`config.mk`:
```
export PLATFORM = sky130hd
export DESIGN_NAME = mem_access_unit
export DESIGN_NICKNAME = d
export VERILOG_FILES = /design/src/rtl/mem_access_unit.sv
export SDC_FILE = /design/constraint.sdc
export NUM_CORES = 1
export LEC_CHECK = 0
export BUFFER_PORTS_ARGS = -buffer_cell sky130_fd_sc_hd__buf_2
export CAP_MARGIN = 0
export CORE_AREA = 2 2 91 93
export DETAILED_ROUTE_END_ITERATION = 7
export DIE_AREA = 0 0 93 95
export SLEW_MARGIN = 15
export SYNTH_ARGS = -nofsm -noshare
export SYNTH_HDL_FRONTEND = slang
export SYNTH_SLANG_ARGS = --single-unit
```
`constraint.sdc`:
```
create_clock -name vclk -period 1.1
set_clock_uncertainty 0.1 [all_clocks]
set_input_delay 0.22 -clock vclk [all_inputs]
set_output_delay 0.22 -clock vclk [all_outputs]
set_load 0.02 [all_outputs]
```
`src/rtl/mem_access_unit.sv`:
```
// mem_access_unit: MEM-stage load/store unit in front of a word-organised data
// RAM. It turns byte-addressed requests into word-indexed RAM accesses, extracts
// and extends sub-word load data, and reports AdEL/AdES misalignment.
//
// Build option MAU_SUBWORD_EN:
//   defined   - byte/half loads with extension, sub-word stores as a two-cycle
//               read-modify-write (IDLE -> MERGE) that stalls the pipeline once.
//   undefined - every request is a word access, stall is tied low.
//
// The RAM samples address and data on the falling edge, so ram_dout is
// already valid by the rising edge that ends the cycle.
module mem_access_unit #(
  parameter int WORD_AW = 30
) (
  input  logic        clk,
  input  logic        rst_n,
  input  logic        req_valid,
  input  logic        req_we,
  input  logic [1:0]  req_size,
  input  logic        req_signed,
  input  logic [31:0] req_addr,
  input  logic [31:0] req_wdata,
  input  logic        flush,
  output logic        ram_we,
  output logic [31:0] ram_addr,
  output logic [31:0] ram_din,
  input  logic [31:0] ram_dout,
  output logic [31:0] load_data,
  output logic        stall,
  output logic        exc_adel,
  output logic        exc_ades,
  output logic [31:0] bad_vaddr
);

  logic [WORD_AW-1:0] req_word;
  logic               misaligned;
  logic               live;

  assign req_word = req_addr[WORD_AW+1:2];

  // A request may have side effects only out of reset, valid, unflushed and aligned.
  assign live      = rst_n & req_valid & ~flush & ~misaligned;

  // Exception flags are combinational and are forced low while in reset.
  assign exc_adel  = rst_n & req_valid & ~req_we & misaligned;
  assign exc_ades  = rst_n & req_valid &  req_we & misaligned;
  assign bad_vaddr = (exc_adel | exc_ades) ? req_addr : 32'h0;

`ifdef MAU_SUBWORD_EN

  typedef enum logic {IDLE, MERGE} state_e;

  state_e             state_q, state_d;
  logic [31:0]        old_q;
  logic [WORD_AW-1:0] addr_q;
  logic [1:0]         lane_q;
  logic               half_q;
  logic [15:0]        wdata_q;
  logic               capture;
  logic [31:0]        merged;
  logic [7:0]         ld_byte;
  logic [15:0]        ld_half;

  // Alignment rule depends on the access size; size 11 behaves as a word.
  always_comb begin
    // NOTE: every always_comb output gets a default first so no path infers a latch.
    misaligned = 1'b0;
    case (req_size)
      2'b00:   misaligned = 1'b0;
      2'b01:   misaligned = req_addr[0];
      default: misaligned = |req_addr[1:0];
    endcase
  end

  // State register plus the old word and store operands captured for MERGE.
  always_ff @(posedge clk or negedge rst_n) begin
    // NOTE: sequential state uses non-blocking assignments so all registers update together.
    if (!rst_n) begin
      state_q <= IDLE;
      old_q   <= '0;
      addr_q  <= '0;
      lane_q  <= '0;
      half_q  <= 1'b0;
      wdata_q <= '0;
    end else begin
      state_q <= state_d;
      if (capture) begin
        old_q   <= ram_dout;
        addr_q  <= req_word;
        lane_q  <= req_addr[1:0];
        half_q  <= (req_size == 2'b01);
        wdata_q <= req_wdata[15:0];
      end
    end
  end

  // Replace the addressed byte or half of the captured word with the store data.
  always_comb begin
    merged = old_q;
    if (half_q) begin
      merged[{lane_q[1], 4'b0000} +: 16] = wdata_q;
    end else begin
      merged[{lane_q, 3'b000} +: 8] = wdata_q[7:0];
    end
  end

  // Little-endian lane extraction with sign or zero extension for sub-word loads.
  always_comb begin
    ld_byte = ram_dout[{req_addr[1:0], 3'b000} +: 8];
    ld_half = ram_dout[{req_addr[1], 4'b0000} +: 16];
    case (req_size)
      2'b00:   load_data = {{24{req_signed & ld_byte[7]}}, ld_byte};
      2'b01:   load_data = {{16{req_signed & ld_half[15]}}, ld_half};
      default: load_data = ram_dout;
    endcase
  end

  // Next state and RAM controls; MERGE ignores req_* since the pipeline holds the instruction.
  always_comb begin
    state_d  = state_q;
    capture  = 1'b0;
    ram_we   = 1'b0;
    stall    = 1'b0;
    ram_addr = {{(32-WORD_AW){1'b0}}, req_word};
    ram_din  = req_wdata;
    case (state_q)
      IDLE: begin
        if (live && req_we) begin
          if (req_size[1]) begin
            ram_we = 1'b1;
          end else begin
            stall   = 1'b1;
            capture = 1'b1;
            state_d = MERGE;
          end
        end
      end
      MERGE: begin
        ram_addr = {{(32-WORD_AW){1'b0}}, addr_q};
        ram_din  = merged;
        ram_we   = rst_n & ~flush;
        state_d  = IDLE;
      end
      default: state_d = IDLE;
    endcase
  end

`else

  logic unused_inputs;

  // Word-only build: no state, every access must be word aligned.
  assign misaligned    = |req_addr[1:0];
  assign ram_we        = live & req_we;
  assign stall         = 1'b0;
  assign ram_addr      = {{(32-WORD_AW){1'b0}}, req_word};
  assign ram_din       = req_wdata;
  assign load_data     = ram_dout;
  assign unused_inputs = ^{clk, req_size, req_signed};

`endif

endmodule

```
==> results.json, run 1 <==
{
  "status": "finished with violations",
  "violations": "negative setup slack",
  "grt_overflow_total": 0,
  "hp-start": "ram_dout[0]",
  "avgSynthCellArea_um2": 7.72,
  "fin_setup_tns_ns": -4.38,
  "final_cell_area_um2": 1310,
  "start_util_pct": 13.4,
  "dieWidth_um": 93,
  "numPlacedInstances": 247,
  "final_cells": 250,
  "antenna_found_initial": 0,
  "syn_inst": 138,
  "yosysTopAreaCellShare_pct": 68.4,
  "grt_max_degree": 9,
  "seq_cells": 0,
  "via_per_inst": 3.20,
  "numPortBuffers": 101,
  "drt_iter0_markers": 10,
  "hold_path_end": "load_data[0]",
  "grt_pass1_vias": 734,
  "final_nets": 251,
  "finalSetupViolCount": 33,
  "crit_arrival_ns": 0.93,
  "yosysUniqueCellTypes": 10,
  "layout_commonest_cell": "buf_2",
  "dieArea_um2": 8840,
  "yosys-top-cells-area": "buf_4, and2_4, and2_1",
  "required_ns": 0.78,
  "ios": 236,
  "post_cts_buffers": 0,
  "fmax_mhz": 802,
  "antenna_cells": 0,
  "core_um2": 7930,
  "powerDensity_nw_per_um2": 408,
  "drv_cap": 0,
  "placed_cell_area_um2": 955,
  "ant_nets": 0,
  "final.period_utilization_pct": 113,
  "gp_congestion": 0.617,
  "grt_pass1_wl_um": 4250,
  "hold_depth": 0,
  "rsz0062_at_grt": "yes",
  "drt_first_pass_iters": 2,
  "drive_gt1_share_pct": 95.9,
  "yosysTopAreaCell": "buf_4",
  "syn_area_um2": 1060,
  "drt_drc_violations_left": 0,
  "setup_ws_ns": -0.147,
  "drt-total-wl_um": 3430,
  "via_count": 801,
  "hold_ws_ns": 0.340,
  "pre_cts_slack_ns": -0.331,
  "finalCriticalPeriod_ns": 1.25,
  "syn_to_final_growth_pct": 22.8,
  "holdBufCountCts": 0,
  "final_cell_mix": "buf_2, buf_6, and2_4",
  "worst-setup-path-type": "in -> out",
  "worst_setup_path_start_kind": "input pin",
  "vdd_drop_max_mv": 0.0833,
  "yosysSeqAreaShare_pct": 0,
  "holdCritPathClass": "in -> out",
  "hold_violations": 0,
  "dieHeight_um": 95,
  "wire_per_inst_um": 13.7,
  "critPathMaxFanout": 8,
  "regArea_um2": 0,
  "synth_warnings": 0,
  "clkbuf_count": 0,
  "hpwl_um": 2100,
  "nFillCells": 907,
  "endpoint_kind": "output pin",
  "core.rowCount": 33,
  "slew_viol_final": 0,
  "grt_usage_pct": 6.46,
  "leakage_uw": 0.000692,
  "multi_input_area_um2": 408
}
==> cell families after synthesis <==
| group | share of synthesized area (%) |
|---|---|
| compound gates | 1.65 |
| buf+inv | 71.6 |
| other cells | 0.352 |
| simple gates | 26.4 |
==> stage by stage <==
| step | util (%) | total power (µW) |
|---|---|---|
| 3_5_place_dp | 12.0 | 404 |
| 2_1_floorplan | - | 660 |
| 5_1_grt | 16.5 | 566 |
| 3_3_place_gp | 12.0 | 400 |
| 6_report | 16.5 | 534 |
| 4_1_cts | 16.1 | 530 |
==> area by class of cell <==
class	count	area share, %
Timing Repair Buffer	102	58.8
Tap cell	105	10.0
Multi-Input combinational cell	43	31.2
==> what timing repair did <==
item                                    in CTS  in global routing
pin swaps                                   35                  4
cloned                                       3                  0
resized for setup                           89                  5
endpoints found under the setup margin      33                 33
==> cell usage after synthesis <==
cell type   n
and2_1     10
and2_4     21
and3_1      2
and3_2      1
buf_4      97
buf_6       3
conb_1      1
nor2b_1     1
nor4b_1     1
o211a_4     1
==> critical path, cell delays in order <==
cell     delay (ns)
buf_12         0.12
o211a_4        0.29
and2_4         0.17
buf_6          0.12
==> how the worst max path moves through the flow <==
stage                      startpoint       endpoint  slack [ns]  depth (start not counted)
after floorplan           req_addr[0]  bad_vaddr[10]       -0.03                          3
after global placement      req_valid  bad_vaddr[18]       -0.30                          4
after detailed placement    req_valid  bad_vaddr[18]       -0.33                          4
after CTS                 req_addr[1]   bad_vaddr[2]       -0.16                          4
after global routing      req_addr[1]         ram_we       -0.17                          4
final                     req_addr[1]   bad_vaddr[9]       -0.15                          4
==> layer usage <==
metal / share of wire (%) / vias to the layer above / wire length, µm / global-route usage (%)
met4: 7.8 / 0 / 269 / 6.13
met2: 55 / 64 / 1880 / 12.7
li1: - / 343 / - / -
met3: 10 / 34 / 349 / 1.12
met1: 27 / 360 / 933 / 5.33
met5: 0 / - / 0 / 0
==> report_power, final <==
group | switching, µW | internal, µW | total [µW]
sequential | 0 | 0 | 0
combinational | 279 | 255 | 534
clock | 0 | 0 | 0
total | 279 | 255 | 534
(Power assumes the default switching activity.)
==> run 2: changes to the inputs <==
--- a/config.mk
+++ b/config.mk
@@ -5,11 +5,12 @@
 export SDC_FILE = /design/constraint.sdc
 export NUM_CORES = 1
 export LEC_CHECK = 0
+export ABC_AREA = 1
 export BUFFER_PORTS_ARGS = -buffer_cell sky130_fd_sc_hd__buf_2
 export CAP_MARGIN = 0
-export CORE_AREA = 2 2 91 93
+export CORE_AREA = 2 2 90 92
 export DETAILED_ROUTE_END_ITERATION = 7
-export DIE_AREA = 0 0 93 95
+export DIE_AREA = 0 0 92 94
 export SLEW_MARGIN = 15
 export SYNTH_ARGS = -nofsm -noshare
 export SYNTH_HDL_FRONTEND = slang
==> results.json, run 2 <==
{
  "syn_area_um2": 1270,
  "leakage_uw": 0.000920,
  "critPathMaxFanout": 6,
  "yosysTopAreaCellShare_pct": 57.3,
  "synthTopCellsByCount": "buf_4, inv_1, nor3_2, buf_6, nor2_1",
  "crit_slowest_cell": "clkbuf_16",
  "cpPeakStageDelay_ns": 0.16,
  "total_power_uw": 715,
  "grt_overflow_total": 0,
  "yosys-top-cells-area": "buf_4, nor3_2, inv_1",
  "layout_commonest_cell": "buf_2",
  "via_per_inst": 3.54,
  "start_util_pct": 16.7,
  "holdCritPathClass": "in -> out",
  "core_um2": 7610,
  "endpoint_kind": "output pin",
  "finalCriticalPeriod_ns": 1.26,
  "worst_setup_path_start_kind": "input pin",
  "fmax_mhz": 793,
  "status": "finished with violations",
  "grt_max_degree": 14,
  "drt-total-wl_um": 3980,
  "drive_gt1_share_pct": 78.5,
  "holdBufCountCts": 0,
  "yosysUniqueCellTypes": 10,
  "numPlacedInstances": 284,
  "ant_nets": 0,
  "ios": 236,
  "gp_congestion": 0.619,
  "hpwl_um": 2700,
  "antenna_cells": 0,
  "rsz0062_at_grt": "yes",
  "violations": "negative setup slack",
  "yosysMostFrequentCell": "buf_4",
  "slew_viol_final": 0,
  "antenna_found_initial": 0,
  "final_nets": 297,
  "syn_inst": 178,
  "final.period_utilization_pct": 115,
  "via_count": 1038,
  "drt_iter0_markers": 11,
  "final_cells": 293,
  "grt_pass1_vias": 923,
  "drv_cap": 0,
  "clkbuf_count": 0,
  "syn_to_final_growth_pct": 38.3,
  "numPortBuffers": 101,
  "required_ns": 0.78,
  "hold_violations": 0,
  "wire_per_inst_um": 13.6,
  "dieHeight_um": 94,
  "seq_cells": 0,
  "yosysSeqAreaShare_pct": 0,
  "worst-setup-path-type": "in -> out",
  "regArea_um2": 0,
  "cp_top_family": "buffers and inverters",
  "core.rowCount": 32,
  "synth_warnings": 0,
  "dieArea_um2": 8650,
  "setup_ws_ns": -0.161,
  "finalSetupViolCount": 35,
  "fin_setup_tns_ns": -4.53,
  "grt_usage_pct": 8.08,
  "vdd_drop_max_mv": 0.0753,
  "avgSynthCellArea_um2": 7.14,
  "path_cells": "buf_8, nor2_4, buf_6, clkbuf_16, nor3_2, buf_2",
  "final_cell_mix": "buf_2, inv_1, buf_6",
  "yosysTopAreaCell": "buf_4",
  "crit_arrival_ns": 0.94,
  "grt_pass1_wl_um": 5340,
  "drt_drc_violations_left": 0,
  "crit_buf_inv": 4,
  "drt_first_pass_iters": 3,
  "powerDensity_nw_per_um2": 407,
  "dieWidth_um": 92
}
run 2: changes by cell type in the layout (fill, tap and decap cells not counted), sizes merged, moves of 3 or more:
| cell | before | now |
|---|---|---|
| and2 | 31 | 0 |
| and3 | 3 | 0 |
| buf | 102 | 113 |
| inv | 0 | 33 |
| nand2 | 0 | 4 |
| nor2 | 0 | 5 |
| nor3 | 0 | 31 |
| o211a | 4 | 0 |
run 2: path summary, 6_finish.rpt:
path | startpoint | cells after the start | to
setup / recovery | req_addr[1] | 6 | bad_vaddr[20]
hold / removal | ram_dout[4] | 0 | load_data[4]
run 2: metal layers:
layer,share of wire [%],vias up,global-route usage [%]
li1,-,465,-
met1,28,445,7.35
met2,54,100,15.3
met3,12,28,2.97
met4,5.9,0,4.85
met5,0,-,0
run 2: cells by family (layout without fill, tap and decap cells):
kind of cell	Yosys count	count (layout)	share of synthesized area [%]
other	1	3	0.295
buffers and inverters	137	148	72.6
and+or+nand+nor	40	40	27.1
run 2: final cells by class:
class                      instances  area, µm²
fill                             818       5850
inverter                          34        133
multi-input combinational         43        526
tap                              102        128
timing repair buffer             114        972
run 2: what timing repair did:
item	4_1_cts	5_1_grt
resized for setup	63	28
setup buffers	3	1
gates cloned	5	1
pin swaps	3	5
endpoints found under the setup margin	35	35
run 2: where the power goes:
group | switching [µW] | leakage [µW] | internal (µW)
Combinational | 394 | 0.000920 | 321
Clock | 0 | 0 | 0
Sequential | 0 | 0 | 0
Total | 394 | 0.000920 | 321
run 2: per-stage QoR:
stage	setup WS, ns	util (%)	instance area, µm²	hold slack [ns]
finish	-0.161	23.1	1760	0.340
global route	-0.201	23.1	1760	0.340
CTS	-0.172	21.5	1640	0.340
detailed placement	-0.225	16.9	1280	0.340
global placement	-0.212	16.9	1280	0.340
floorplan	-0.0523	-	1380	0.391
==> run 3: changes to the inputs <==
==> constraint.sdc (replaced) <==
create_clock -name vclk -period 1.1
set_clock_uncertainty 0.1 [all_clocks]
set_input_delay 0 -clock vclk [all_inputs]
set_output_delay 0 -clock vclk [all_outputs]
set_load 0.02 [all_outputs]
==> results.json, run 3 (synthesized netlist as in run 2, its figures left out) <==
{
  "via_per_inst": 3.33,
  "drt_first_pass_iters": 3,
  "hpwl_um": 2530,
  "syn_to_final_growth_pct": 44.1,
  "regArea_um2": 0,
  "fmax_mhz": 1120,
  "holdCritPathClass": "in -> out",
  "core_um2": 7610,
  "drv_cap": 0,
  "vdd_drop_max_mv": 0.202,
  "required_ns": 1.00,
  "gp_congestion": 0.678,
  "final.period_utilization_pct": 81.0,
  "pre_cts_slack_ns": 0.205,
  "final_cell_mix": "buf_2, dlygate4sd3_1, inv_1",
  "start_util_pct": 16.7,
  "worst-setup-path-type": "in -> out",
  "ios": 236,
  "drive_gt1_share_pct": 55.5,
  "powerDensity_nw_per_um2": 462,
  "fin_setup_tns_ns": 0,
  "critPathMaxFanout": 18,
  "core.rowCount": 32,
  "nFillCells": 846,
  "worst_setup_path_start_kind": "input pin",
  "placed_cell_area_um2": 1190,
  "numPlacedInstances": 285,
  "clkbuf_count": 0,
  "final_nets": 353,
  "multi_input_area_um2": 355,
  "dieWidth_um": 92,
  "status": "finished clean",
  "cts-resized-gates": 0,
  "ant_nets": 0,
  "post_cts_buffers": 0,
  "antenna_found_initial": 0,
  "hold_ws_ns": 0.131,
  "holdBufCountCts": 64,
  "final_cells": 349,
  "drt_drc_violations_left": 0,
  "leakage_uw": 0.00100,
  "numPortBuffers": 101,
  "endpoint_kind": "output pin",
  "rsz0062_at_grt": "no",
  "slew_viol_final": 0,
  "seq_cells": 0,
  "grt_overflow_total": 0,
  "drt-total-wl_um": 3730,
  "grt_usage_pct": 6.73,
  "layout_commonest_cell": "buf_2",
  "grt_pass1_vias": 1083,
  "drt_iter0_markers": 17,
  "wire_per_inst_um": 10.7,
  "finalCriticalPeriod_ns": 0.891,
  "dieArea_um2": 8650,
  "hold_violations": 0,
  "dieHeight_um": 94,
  "finalSetupViolCount": 0,
  "grt_max_degree": 25,
  "final_cell_area_um2": 1830,
  "setup_ws_ns": 0.209,
  "antenna_cells": 0,
  "via_count": 1162,
  "grt_pass1_wl_um": 4870,
  "crit_arrival_ns": 0.79
}
[run 3: changes by cell type in the layout (fill, tap and decap cells not counted), sizes merged]
cell	before	now
clkbuf	1	0
inv	33	34
dlygate4sd3	0	64
buf	113	106
clkinv	1	0
[run 3: layout make-up]
cell class | instances | share of cell area (%)
inverters | 34 | 6.97
multi-input cells | 43 | 19.4
well taps | 102 | 6.97
repair buffers | 170 | 66.7
[run 3: path summary, 6_finish.rpt]
| path | from | to | slack (ns) | depth (start not counted) |
|---|---|---|---|---|
| setup / recovery | req_addr[0] | bad_vaddr[7] | 0.21 | 6 |
| hold / removal | req_addr[6] | ram_addr[4] | 0.13 | 2 |
[run 3: routing by layer]
layer	vias up	global-route usage [%]	share of wire, %	routed length (µm)
li1	562	-	-	-
met1	483	6.70	31	1160
met2	117	15.5	58	2180
met3	0	0.482	11	396
met4	0	0	0	0
met5	-	0	0	0
[run 3: per-stage QoR]
step | utilization (%) | total power, µW
final | 24.1 | 846
after global routing | 24.1 | 897
after CTS | 24.1 | 850
after detailed placement | 15.7 | 489
after global placement | 15.7 | 482
after floorplan | - | 718
[run 3: critical path: stages]
cell    delay [ns]
buf_2         0.12
nor2_4        0.13
buf_12        0.14
buf_12        0.17
nor3_2        0.05
buf_2         0.16
[run 3: power by group]
part	switching [µW]	leakage, µW	total [µW]	internal [µW]
clock network	0	0	0	0
logic	511	0.00100	846	335
registers	0	0	0	0
total	511	0.00100	846	335
